===== src/rtl/instr_loader.sv =====
// instr_loader: writes a stream of 32-bit instruction words into a byte-wide
// instruction memory, one byte per cycle, big-endian within each word.
module instr_loader #(
  parameter int unsigned ADDR_WIDTH        = 5,
  parameter int unsigned DATA_WIDTH        = 8,
  parameter int unsigned INSTRUCTION_WIDTH = 32
) (
  input  logic                         clk,
  input  logic                         rst,
  input  logic                         start,
  input  logic [ADDR_WIDTH-1:0]        base_addr,
  input  logic [ADDR_WIDTH-2:0]        word_count,
  input  logic                         in_valid,
  output logic                         in_ready,
  input  logic [INSTRUCTION_WIDTH-1:0] in_word,
  output logic                         mem_we,
  output logic [ADDR_WIDTH-1:0]        mem_addr,
  output logic [DATA_WIDTH-1:0]        mem_wdata,
  output logic                         busy,
  output logic                         done
);

  typedef enum logic [1:0] {StIdle, StLoad, StWrite, StDone} state_e;

  localparam logic [ADDR_WIDTH-2:0] RemOne = (ADDR_WIDTH-1)'(1);

  state_e                         state_q, state_d;
  logic [ADDR_WIDTH-1:0]          ptr_q, ptr_d;
  logic [ADDR_WIDTH-2:0]          remaining_q, remaining_d;
  logic [1:0]                     byte_idx_q, byte_idx_d;
  logic [INSTRUCTION_WIDTH-1:0]   word_q, word_d;

  // State and datapath registers; reset clears everything immediately.
  always_ff @(posedge clk or posedge rst) begin
    if (rst) begin
      state_q     <= StIdle;
      ptr_q       <= '0;
      remaining_q <= '0;
      byte_idx_q  <= '0;
      word_q      <= '0;
    end else begin
      state_q     <= state_d;
      ptr_q       <= ptr_d;
      remaining_q <= remaining_d;
      byte_idx_q  <= byte_idx_d;
      word_q      <= word_d;
    end
  end

  // Next-state logic for the session sequencer.
  always_comb begin
    state_d     = state_q;
    ptr_d       = ptr_q;
    remaining_d = remaining_q;
    byte_idx_d  = byte_idx_q;
    word_d      = word_q;
    unique case (state_q)
      StIdle: begin
        if (start) begin
          // Base is forced word-aligned so every word lands on a fetch boundary.
          ptr_d       = {base_addr[ADDR_WIDTH-1:2], 2'b00};
          remaining_d = word_count;
          state_d     = (word_count == '0) ? StDone : StLoad;
        end
      end
      StLoad: begin
        if (in_valid) begin
          word_d     = in_word;
          byte_idx_d = 2'd0;
          state_d    = StWrite;
        end
      end
      StWrite: begin
        // ptr wraps silently at the top of memory.
        ptr_d      = ptr_q + ADDR_WIDTH'(1);
        byte_idx_d = byte_idx_q + 2'd1;
        if (byte_idx_q == 2'd3) begin
          remaining_d = remaining_q - RemOne;
          state_d     = (remaining_q == RemOne) ? StDone : StLoad;
        end
      end
      StDone: begin
        state_d = StIdle;
      end
      default: state_d = StIdle;
    endcase
  end

  // Outputs decoded purely from registered state.
  always_comb begin
    in_ready  = (state_q == StLoad);
    busy      = (state_q == StLoad) || (state_q == StWrite);
    done      = (state_q == StDone);
    mem_we    = 1'b0;
    mem_addr  = '0;
    mem_wdata = '0;
    if (state_q == StWrite) begin
      mem_we   = 1'b1;
      mem_addr = ptr_q;
      unique case (byte_idx_q)
        2'd0: mem_wdata = word_q[3*DATA_WIDTH +: DATA_WIDTH];
        2'd1: mem_wdata = word_q[2*DATA_WIDTH +: DATA_WIDTH];
        2'd2: mem_wdata = word_q[1*DATA_WIDTH +: DATA_WIDTH];
        default: mem_wdata = word_q[0 +: DATA_WIDTH];
      endcase
    end
  end

endmodule


===== config.mk =====
export PLATFORM = sky130hd
export DESIGN_NAME = instr_loader
export DESIGN_NICKNAME = d
export VERILOG_FILES = /design/src/rtl/instr_loader.sv
export SDC_FILE = /design/constraint.sdc
export NUM_CORES = 1
export LEC_CHECK = 0
export ABC_AREA = 1
export CAP_MARGIN = 10
export CORE_UTILIZATION = 53
export CTS_BUF_LIST = sky130_fd_sc_hd__clkbuf_8
export CTS_CLUSTER_SIZE = 30
export DETAILED_ROUTE_END_ITERATION = 10
export GPL_ROUTABILITY_DRIVEN = 0
export PLACE_DENSITY = 0.93
export SYNTH_ARGS = -nofsm -noshare
export SYNTH_HDL_FRONTEND = slang
export SYNTH_SLANG_ARGS = --single-unit
export TNS_END_PERCENT = 30

===== constraint.sdc =====
create_clock -name clk -period 3.48 [get_ports clk]
set_input_delay 0.348 -clock clk [delete_from_list [all_inputs] [get_ports clk]]
set_output_delay 0.348 -clock clk [all_outputs]
set_load 0.01 [all_outputs]

==> results of run 1 <==
## routing by layer
layer / routed length [µm] / global-route usage
met3: 312 / 0.0712
met4: 95 / 0.0930
met2: 2530 / 0.402
met5: 0 / 0
met1: 2080 / 0.273
## layout by cell type (no fill, tap or decap), types with 3 or more instances in the layout
cell              n
nor2_1           16
o21ai_0          18
clkinv_2          3
clkbuf_8          5
ha_1             13
a21oi_1          11
dfrtp_1          45
nand3_1           6
clkdlybuf4s50_1  59
mux2_2           32
nand2_1          57
inv_1            24
a31oi_1           8
## registers in the layout (all words and copies together) (netlist names)
name and flops:
state_q 2, word_q 32, remaining_q 4, byte_idx_q 2, ptr_q 5
## cell families after synthesis
logic type | Yosys count
AOI/OAI and AO/OA | 41
xor gates and xnor gates | 1
adders and majority gates | 13
buffers and inverters | 37
DFF | 45
muxes | 32
and+or+nand+nor | 83
## per-stage QoR
step | power, mW | hold slack [ps]
2_1_floorplan | 1.82 | 467
3_3_place_gp | 2.16 | 483
3_5_place_dp | 2.23 | 490
4_1_cts | 2.56 | 508
5_1_grt | 2.77 | 524
6_report | 2.54 | 508
## cell type report
class / instances / area share
Clock buffer: 5 / 0.0224
Clock inverter: 3 / 0.00569
Inverter: 27 / 0.0341
Multi-Input combinational cell: 170 / 0.357
Sequential cell: 45 / 0.366
Tap cell: 52 / 0.0211
Timing Repair Buffer: 60 / 0.194
## power by group
group | switching, mW | internal [mW]
logic | 0.650 | 0.624
registers | 0.166 | 0.792
clock network | 0.172 | 0.139
## tightest hold or removal path: stages, from the launching register on
cell	delay (ps)
dfrtp_1	370
nand2_1	60
nand2_1	50
## worst paths after layout
path | cells after the start | to | slack, ps | from
setup / recovery | 5 | mem_wdata[6] | 840 | state_q[0]$_DFFE_PP0P_
hold / removal | 2 | ptr_q[1]$_DFFE_PP0P_ | 510 | ptr_q[1]$_DFFE_PP0P_
setup reg to reg | 9 | remaining_q[1]$_DFFE_PP0P_ | 1440 | state_q[0]$_DFFE_PP0P_
hold reg to reg | 2 | ptr_q[1]$_DFFE_PP0P_ | 510 | ptr_q[1]$_DFFE_PP0P_
max in group asynchronous | 2 | word_q[26]$_DFFE_PP0P_ | 2350 | rst
min in group asynchronous | 2 | word_q[9]$_DFFE_PP0P_ | 560 | rst
==> results.sh, run 1 <==
export IMPL_status="finished, final reports clean"
export IMPL_core_area_um2=4350
export IMPL_syn_nets=310
export IMPL_synth_seq_cells=45
export IMPL_yosys_area_share_simple=0.139
export IMPL_synth_area_leaders="dfrtp_1 47%, mux2_2 15%, nand2_1 8.9%"
export IMPL_ant_nets=0
export IMPL_dpl_hpwl_mm=3.66
export IMPL_drt_initial_drc_count=109
export IMPL_avgSynthCellArea_um2=9.51
export IMPL_dpl_worst_slack_ps=1200
export IMPL_utilization=0.707
export IMPL_cts_clk_slew_worst_paths_ps=80
export IMPL_worstMarginPinSlew_ps=903
export IMPL_clock_path_buffers=2
export IMPL_grt_use_total=0.234
export IMPL_worst_setup_path_start_kind="register"
export IMPL_layout_cells_non_filler=362
export IMPL_die_h_um=69.2
export IMPL_io_pins=62
export IMPL_clock_skew_ps=5.79
export IMPL_leakage_nw=1.41
export IMPL_grt_pass1_wl_mm=8.83
export IMPL_final_nets=367
export IMPL_initial_core_util=0.550
export IMPL_setup_tns_ps=0
export IMPL_dr_pass1_iters=4
export IMPL_grt_max_degree=46
export IMPL_port_buffers=59
export IMPL_wirelength_mm=5.02
export IMPL_drv_slew=0
export IMPL_core_rowCount=24
export IMPL_dieArea_um2=4790
export IMPL_worstSkewPairLatency_ps=300
export IMPL_fin_ws_ps=841
export IMPL_drive_gt1_frac=0.152
export IMPL_hold_violations=0
export IMPL_worst_setup_path_type="register to output port"
export IMPL_seq_area_frac_synth=0.470
export IMPL_placed_cells=354
export IMPL_synth_area_um2=2400
export IMPL_multiInputGateArea_um2=1100
export IMPL_synth_xor_area_frac=0.00366
export IMPL_cts_resized_gates=0
export IMPL_period_share=0.758
export IMPL_overflow=0
export IMPL_setup_viol=0
export IMPL_maxSlewHeadroom=0.397
export IMPL_cts_buffers=5
export IMPL_cp_arrival_ps=2290
export IMPL_fmax_ghz=0.379
export IMPL_finalCriticalPeriod_ps=2640
export IMPL_synthArstFlopShare=1.00
export IMPL_synth_top_area_frac=0.470
export IMPL_clock_sinks=45
export IMPL_ctsHtreeMaxLevel=2
export IMPL_synthFlopType="dfrtp_1"
export IMPL_die_x_um=69.2
export IMPL_synth_edf_count=0
export IMPL_cpLargestDelayFamily="buffers and inverters"
export IMPL_regArea_um2=1130
export IMPL_critPathRequiredTime_ps=3130
export IMPL_vdd_drop_max_mv=0.473
export IMPL_drt_vias_per_instance=5.32
export IMPL_min_path_type="register to register"
export IMPL_synthAdderAreaFrac=0.0679
export IMPL_critPathMaxFanout=13
export IMPL_cts_tree="done"
export IMPL_synth_compound_area_frac=0.0966
export IMPL_rsz0062_at_grt="no"
export IMPL_n_fill_cell=329
export IMPL_cp_num_buf_inv=2
export IMPL_cts_root_buf="clkbuf_8"
export IMPL_synth_top_family_by_area="multiplexers"
export IMPL_antenna_found_initial=0
export IMPL_p_per_area_nw_per_um2=826
export IMPL_place_area_um2=2990
export IMPL_avgRoutedWirePerCell_um=13.9
export IMPL_yosysTopAreaCell="dfrtp_1"
export IMPL_synth_distinct_cells=25
export IMPL_num_vias=1927
export IMPL_synth_most_common_cell="nand2_1"
export IMPL_max_cap_viol_count=0
export IMPL_drc=0
export IMPL_num_antenna_cells=0
export IMPL_cp_cell_sequence="inv_1 > ha_1 > o21ai_0 > a31oi_1 > clkdlybuf4s50_1"
export IMPL_syn_inst=252
export IMPL_yosysWarnings=0
export IMPL_post_cts_buffers=0
export IMPL_grt_pass1_vias=2019
export IMPL_critical_path_slowest_cell="clkdlybuf4s50_1"
export IMPL_synthTopCellsByCount="57 x nand2_1, 45 x dfrtp_1, 32 x mux2_2"
export IMPL_muxShareOfSynthArea=0.150
export IMPL_area_growth_pct=28.5
export IMPL_end_kind="output port"
export IMPL_hold_buffers=0
export IMPL_cpPeakStageDelay_ps=570
export IMPL_design_area_um2=3080
Note: power is estimated with default switching activity, not from simulation.
==> run 2, diff against run 1 <==
--- a/config.mk
+++ b/config.mk
@@ -7,12 +7,12 @@
 export LEC_CHECK = 0
 export ABC_AREA = 1
 export CAP_MARGIN = 10
-export CORE_UTILIZATION = 53
+export CORE_UTILIZATION = 50
 export CTS_BUF_LIST = sky130_fd_sc_hd__clkbuf_8
 export CTS_CLUSTER_SIZE = 30
 export DETAILED_ROUTE_END_ITERATION = 10
 export GPL_ROUTABILITY_DRIVEN = 0
-export PLACE_DENSITY = 0.93
+export PLACE_DENSITY = 0.89
 export SYNTH_ARGS = -nofsm -noshare
 export SYNTH_HDL_FRONTEND = slang
 export SYNTH_SLANG_ARGS = --single-unit
==> constraint.sdc (replaced) <==
create_clock -name clk -period 2.7 [get_ports clk]
set_input_delay 0.27 -clock clk [delete_from_list [all_inputs] [get_ports clk]]
set_output_delay 0.27 -clock clk [all_outputs]
set_load 0.01 [all_outputs]
==> run 2 against run 1 <==
The run now ends with DRC left. Core utilization down 1.7 points. Total power up 29%. Clock skew about the same. Register-to-register slack worse by 660 ps. Critical path type unchanged. Combinational power up 28%. Largest power group unchanged. Global-route usage down 1.9 points. Die area up 5.8%. Flip-flop and latch count unchanged. Non-clock buffer count up 1. Worst setup slack worse by 650 ps. Final cell count up 0.28%.
==> results.sh, run 2 (same netlist as run 1, synthesis figures left out) <==
export IMPL_utilization=0.690
export IMPL_worst_setup_path_start_kind="register"
export IMPL_clock_sinks=45
export IMPL_initial_core_util=0.536
export IMPL_final_nets=368
export IMPL_port_buffers=59
export IMPL_p_int_mw=2.01
export IMPL_layout_cells_non_filler=363
export IMPL_cp_cell_sequence="ha_1 > inv_1 > o21ai_0 > a31oi_1 > clkdlybuf4s50_1"
export IMPL_clockPowerShare=0.123
export IMPL_drv_slew=0
export IMPL_hold_violations=0
export IMPL_dr_pass1_iters=8
export IMPL_cts_clk_slew_worst_paths_ps=80
export IMPL_leakage_nw=1.41
export IMPL_cp_arrival_ps=2240
export IMPL_fin_ws_ps=188
export IMPL_top_register="word_q"
export IMPL_grt_use_total=0.215
export IMPL_critical_path_slowest_cell="clkdlybuf4s50_1"
export IMPL_total_power_mw=3.27
export IMPL_cpPeakStageDelay_ps=580
export IMPL_dpl_worst_slack_ps=481
export IMPL_max_cap_viol_count=0
export IMPL_ant_nets=0
export IMPL_rsz0062_at_grt="no"
export IMPL_grt_pass1_wl_mm=8.52
export IMPL_die_h_um=71.2
export IMPL_cts_root_buf="clkbuf_8"
export IMPL_overflow=0
export IMPL_area_growth_pct=28.9
export IMPL_finalCriticalPeriod_ps=2510
export IMPL_min_path_type="primary input to asynchronous set/reset pin"
export IMPL_clock_path_buffers=2
export IMPL_critPathMaxFanout=9
export IMPL_antenna_found_initial=0
export IMPL_dpl_hpwl_mm=3.52
export IMPL_period_share=0.930
export IMPL_p_per_area_nw_per_um2=1060
export IMPL_drt_initial_drc_count=96
export IMPL_critPathRequiredTime_ps=2430
export IMPL_wirelength_mm=4.91
export IMPL_status="complete, but fails checks"
export IMPL_grt_pass1_vias=1962
export IMPL_multiInputGateArea_um2=1100
export IMPL_setup_tns_ps=0
export IMPL_num_antenna_cells=0
export IMPL_placed_cells=355
export IMPL_reg_largest_list="word_q (32), ptr_q (5), remaining_q (4)"
export IMPL_drt_vias_per_instance=5.25
export IMPL_vdd_drop_max_mv=0.593
export IMPL_regArea_um2=1130
export IMPL_grt_max_degree=46
export IMPL_final_common_cell="clkdlybuf4s50_1"
export IMPL_largest_reg_flops=32
export IMPL_pwr_share_seq=0.378
export IMPL_drc=5
export IMPL_n_fill_cell=359
export IMPL_avgRoutedWirePerCell_um=13.5
export IMPL_violations="DRC"
export IMPL_setup_viol=0
export IMPL_core_rowCount=24
export IMPL_die_x_um=71.2
export IMPL_fmax_ghz=0.398
export IMPL_dieArea_um2=5070
export IMPL_cts_buffers=5
export IMPL_switching_power_mw=1.26
export IMPL_switching_share=0.386
export IMPL_worst_setup_path_type="register to output port"
export IMPL_worstSkewPairLatency_ps=290
export IMPL_ctsHtreeMaxLevel=2
export IMPL_drive_gt1_frac=0.154
export IMPL_final_cell_mix="59 x clkdlybuf4s50_1, 57 x nand2_1, 45 x dfrtp_1, 32 x mux2_2, 24 x inv_1"
export IMPL_io_pins=62
export IMPL_num_vias=1905
export IMPL_worstMarginPinSlew_ps=758
export IMPL_clock_skew_ps=6.11
export IMPL_core_area_um2=4470
export IMPL_maxSlewHeadroom=0.493
export IMPL_end_kind="output port"
export IMPL_comb_power_share=0.499
export IMPL_cts_tree="done"
## run 2: cell types whose count changed in the layout (fill, tap and decap cells not counted), sizes merged
cell	change
clkinv	+1
inv	-1
buf	+1
## run 2: area by class of cell
class,count,area share
Inverter,27,0.0340
Clock buffer,5,0.0223
Timing Repair Buffer,61,0.196
Clock inverter,3,0.00567
Multi-Input combinational cell,170,0.356
Sequential cell,45,0.365
Tap cell,52,0.0211
## run 2: per-stage QoR
| stage | cell area (µm²) | hold slack, ps |
|---|---|---|
| 6_report | 3090 | 406 |
| 5_1_grt | 3090 | 463 |
| 4_1_cts | 3090 | 424 |
| 3_5_place_dp | 3000 | 488 |
| 3_3_place_gp | 3000 | 484 |
| 2_1_floorplan | 2400 | 415 |
## run 2: final timing paths
check,startpoint,endpoint,slack (ps),cells after the start
max in group asynchronous,rst,ptr_q[0]$_DFFE_PP0P_,1900,3
min in group clk,word_q[2]$_DFFE_PP0P_,word_q[2]$_DFFE_PP0P_,510,1
min,rst,remaining_q[3]$_DFFE_PP0P_,410,3
max,byte_idx_q[0]$_DFFE_PP0P_,mem_wdata[0],190,5
max reg2reg,state_q[0]$_DFFE_PP0P_,remaining_q[1]$_DFFE_PP0P_,780,9
min reg2reg,word_q[2]$_DFFE_PP0P_,word_q[2]$_DFFE_PP0P_,510,1
## run 2: worst max-delay path: cells and delay by family, from the launching register on
family	cells	cell delay, ps
compound gates	2	330
flops	1	430
fa+ha+maj	1	350
buf+inv	2	830
## run 2: repair_timing
| item | CTS | global route |
|---|---|---|
| gates resized for setup | 0 | 1 |
| buffers inserted | 0 | 0 |
| endpoints found under the setup margin | 0 | 4 |
| hold buffers | 0 | 0 |
## run 2: metal layers
layer | share of wire | vias up | GRT usage | wire (µm)
li1 | - | 937 | - | -
met1 | 0.45 | 893 | 0.279 | 2190
met2 | 0.48 | 68 | 0.347 | 2350
met3 | 0.061 | 7 | 0.0563 | 301
met4 | 0.013 | 0 | 0.0867 | 66
met5 | 0 | - | 0 | 0
## run 2: power groups by stage
stage	clock (mW)	sequential (mW)	combinational [mW]
final	0.400	1.24	1.63
after global routing	0.445	1.29	1.82
after CTS	0.412	1.23	1.64
after detailed placement	0	1.24	1.63
after global placement	0	1.22	1.57
after floorplan	0	1.18	1.16
==> run 3, diff against run 2 <==
--- a/config.mk
+++ b/config.mk
@@ -12,6 +12,7 @@
 export CTS_CLUSTER_SIZE = 30
 export DETAILED_ROUTE_END_ITERATION = 10
 export GPL_ROUTABILITY_DRIVEN = 0
+export MAX_ROUTING_LAYER = met4
 export PLACE_DENSITY = 0.89
 export SYNTH_ARGS = -nofsm -noshare
 export SYNTH_HDL_FRONTEND = slang
==> run 3 against run 2 <==
The flow still finishes with violations (DRC). Clock power is essentially flat. Core utilization is the same. Count of clock-buffer cells in the layout is the same. Sequential share of layout area is the same. Largest cell class unchanged. Critical path type unchanged. Non-clock buffer count is the same. Cell area is the same. Clock skew is essentially flat. Fmax grew 0.38%. Highest routed layer unchanged. Global-route usage grew 0.70 points.
==> results.sh, run 3 (same netlist as run 1, synthesis figures left out) <==
export IMPL_drc=5
export IMPL_cp_arrival_ps=2230
export IMPL_avgRoutedWirePerCell_um=13.5
export IMPL_reg2reg_from="state_q[0]$_DFFE_PP0P_"
export IMPL_grt_pass1_wl_mm=8.54
export IMPL_wirelength_mm=4.90
export IMPL_final_cell_mix="59 x clkdlybuf4s50_1, 57 x nand2_1, 45 x dfrtp_1, 32 x mux2_2, 24 x inv_1"
export IMPL_fmax_ghz=0.400
export IMPL_final_common_cell="clkdlybuf4s50_1"
export IMPL_final_nets=368
export IMPL_end_kind="output port"
export IMPL_ant_nets=0
export IMPL_grt_pass1_vias=1960
export IMPL_cts_root_buf="clkbuf_8"
export IMPL_die_h_um=71.2
export IMPL_ctsHtreeMaxLevel=2
export IMPL_setup_tns_ps=0
export IMPL_critPathMaxFanout=9
export IMPL_p_per_area_nw_per_um2=1060
export IMPL_leakage_nw=1.41
export IMPL_area_growth_pct=28.9
export IMPL_holdWs_ps=406
export IMPL_utilization=0.690
export IMPL_num_vias=1918
export IMPL_core_area_um2=4470
export IMPL_clock_sinks=45
export IMPL_hold_violations=0
export IMPL_worst_setup_path_type="register to output port"
export IMPL_violations="DRC"
export IMPL_setup_viol=0
export IMPL_status="complete, but fails checks"
export IMPL_maxSlewHeadroom=0.496
export IMPL_grt_max_degree=46
export IMPL_r2r_setup_slack_ps=790
export IMPL_worst_setup_path_start_kind="register"
export IMPL_critPathRequiredTime_ps=2430
export IMPL_vdd_drop_max_mv=0.594
export IMPL_io_pins=62
export IMPL_port_buffers=59
export IMPL_dpl_hpwl_mm=3.52
export IMPL_clock_path_buffers=2
export IMPL_core_rowCount=24
export IMPL_cts_tree="done"
export IMPL_cts_clk_slew_worst_paths_ps=80
export IMPL_drt_initial_drc_count=107
export IMPL_grt_use_total=0.222
export IMPL_min_path_type="primary input to asynchronous set/reset pin"
export IMPL_worstSkewPairLatency_ps=290
export IMPL_drt_vias_per_instance=5.28
export IMPL_antenna_found_initial=0
export IMPL_rsz0062_at_grt="no"
export IMPL_top_register="word_q"
export IMPL_reg2reg_depth=9
export IMPL_drive_gt1_frac=0.154
export IMPL_finalCriticalPeriod_ps=2500
export IMPL_worstMarginPinSlew_ps=753
export IMPL_overflow=0
export IMPL_reg_largest_list="word_q (32), ptr_q (5), remaining_q (4)"
export IMPL_cts_buffers=5
export IMPL_total_power_mw=3.27
export IMPL_dpl_worst_slack_ps=481
export IMPL_num_antenna_cells=0
export IMPL_initial_core_util=0.536
export IMPL_drv_slew=0
export IMPL_period_share=0.927
export IMPL_dr_pass1_iters=7
export IMPL_max_cap_viol_count=0
export IMPL_die_x_um=71.2
export IMPL_reg2reg_to="remaining_q[1]$_DFFE_PP0P_"
export IMPL_largest_reg_flops=32
export IMPL_hold_buffers=0
export IMPL_dieArea_um2=5070
export IMPL_clock_skew_ps=5.95
export IMPL_fin_ws_ps=197
run 3: final cells by class:
cell class	count	area (µm²)
Fill cell	359	1390
Sequential cell	45	1130
Multi-Input combinational cell	170	1100
Timing Repair Buffer	61	606
Inverter	27	105
Clock buffer	5	68.8
Tap cell	52	65.1
Clock inverter	3	17.5
run 3: layer usage:
metal,part of all wire,vias up,track usage
met3,0.064,11,0.0534
met5,0,-,-
li1,-,940,-
met2,0.48,80,0.347
met4,0.017,0,0.0867
met1,0.44,887,0.281
run 3: worst max-delay path by stage:
stage | start | endpoint | slack (ps) | cells after the start
after floorplan | state_q[0]$_DFFE_PP0P_ | mem_wdata[0] | 1070 | 6
after global placement | state_q[0]$_DFFE_PP0P_ | mem_addr[1] | 500 | 6
after detailed placement | state_q[0]$_DFFE_PP0P_ | mem_addr[3] | 480 | 6
after CTS | state_q[0]$_DFFE_PP0P_ | mem_addr[3] | 120 | 6
after global routing | byte_idx_q[0]$_DFFE_PP0P_ | mem_wdata[0] | 90 | 5
final | byte_idx_q[0]$_DFFE_PP0P_ | mem_wdata[0] | 200 | 5
run 3: repair_timing:
action | CTS | global route
endpoints found under the setup margin | 0 | 4
gates resized for setup | 0 | 1
buffers inserted | 0 | 0
run 3: metrics by stage:
step                area (µm²)  instances
detailed placement        3000        355
global placement          3000        355
finish                    3090        363
floorplan                 2400        252
CTS                       3090        363
global route              3090        363
run 3: power by group:
part           internal [mW]  switching (mW)  leakage [nW]
logic                  0.808           0.823         0.825
registers               1.02           0.214         0.538
clock network          0.179           0.222        0.0439
total                   2.01            1.26          1.41
run 3: critical path, cell delays in order (launching register included):
cell and delay (ps):
dfrtp_1 430, ha_1 350, inv_1 250, o21ai_0 110, a31oi_1 220, clkdlybuf4s50_1 580
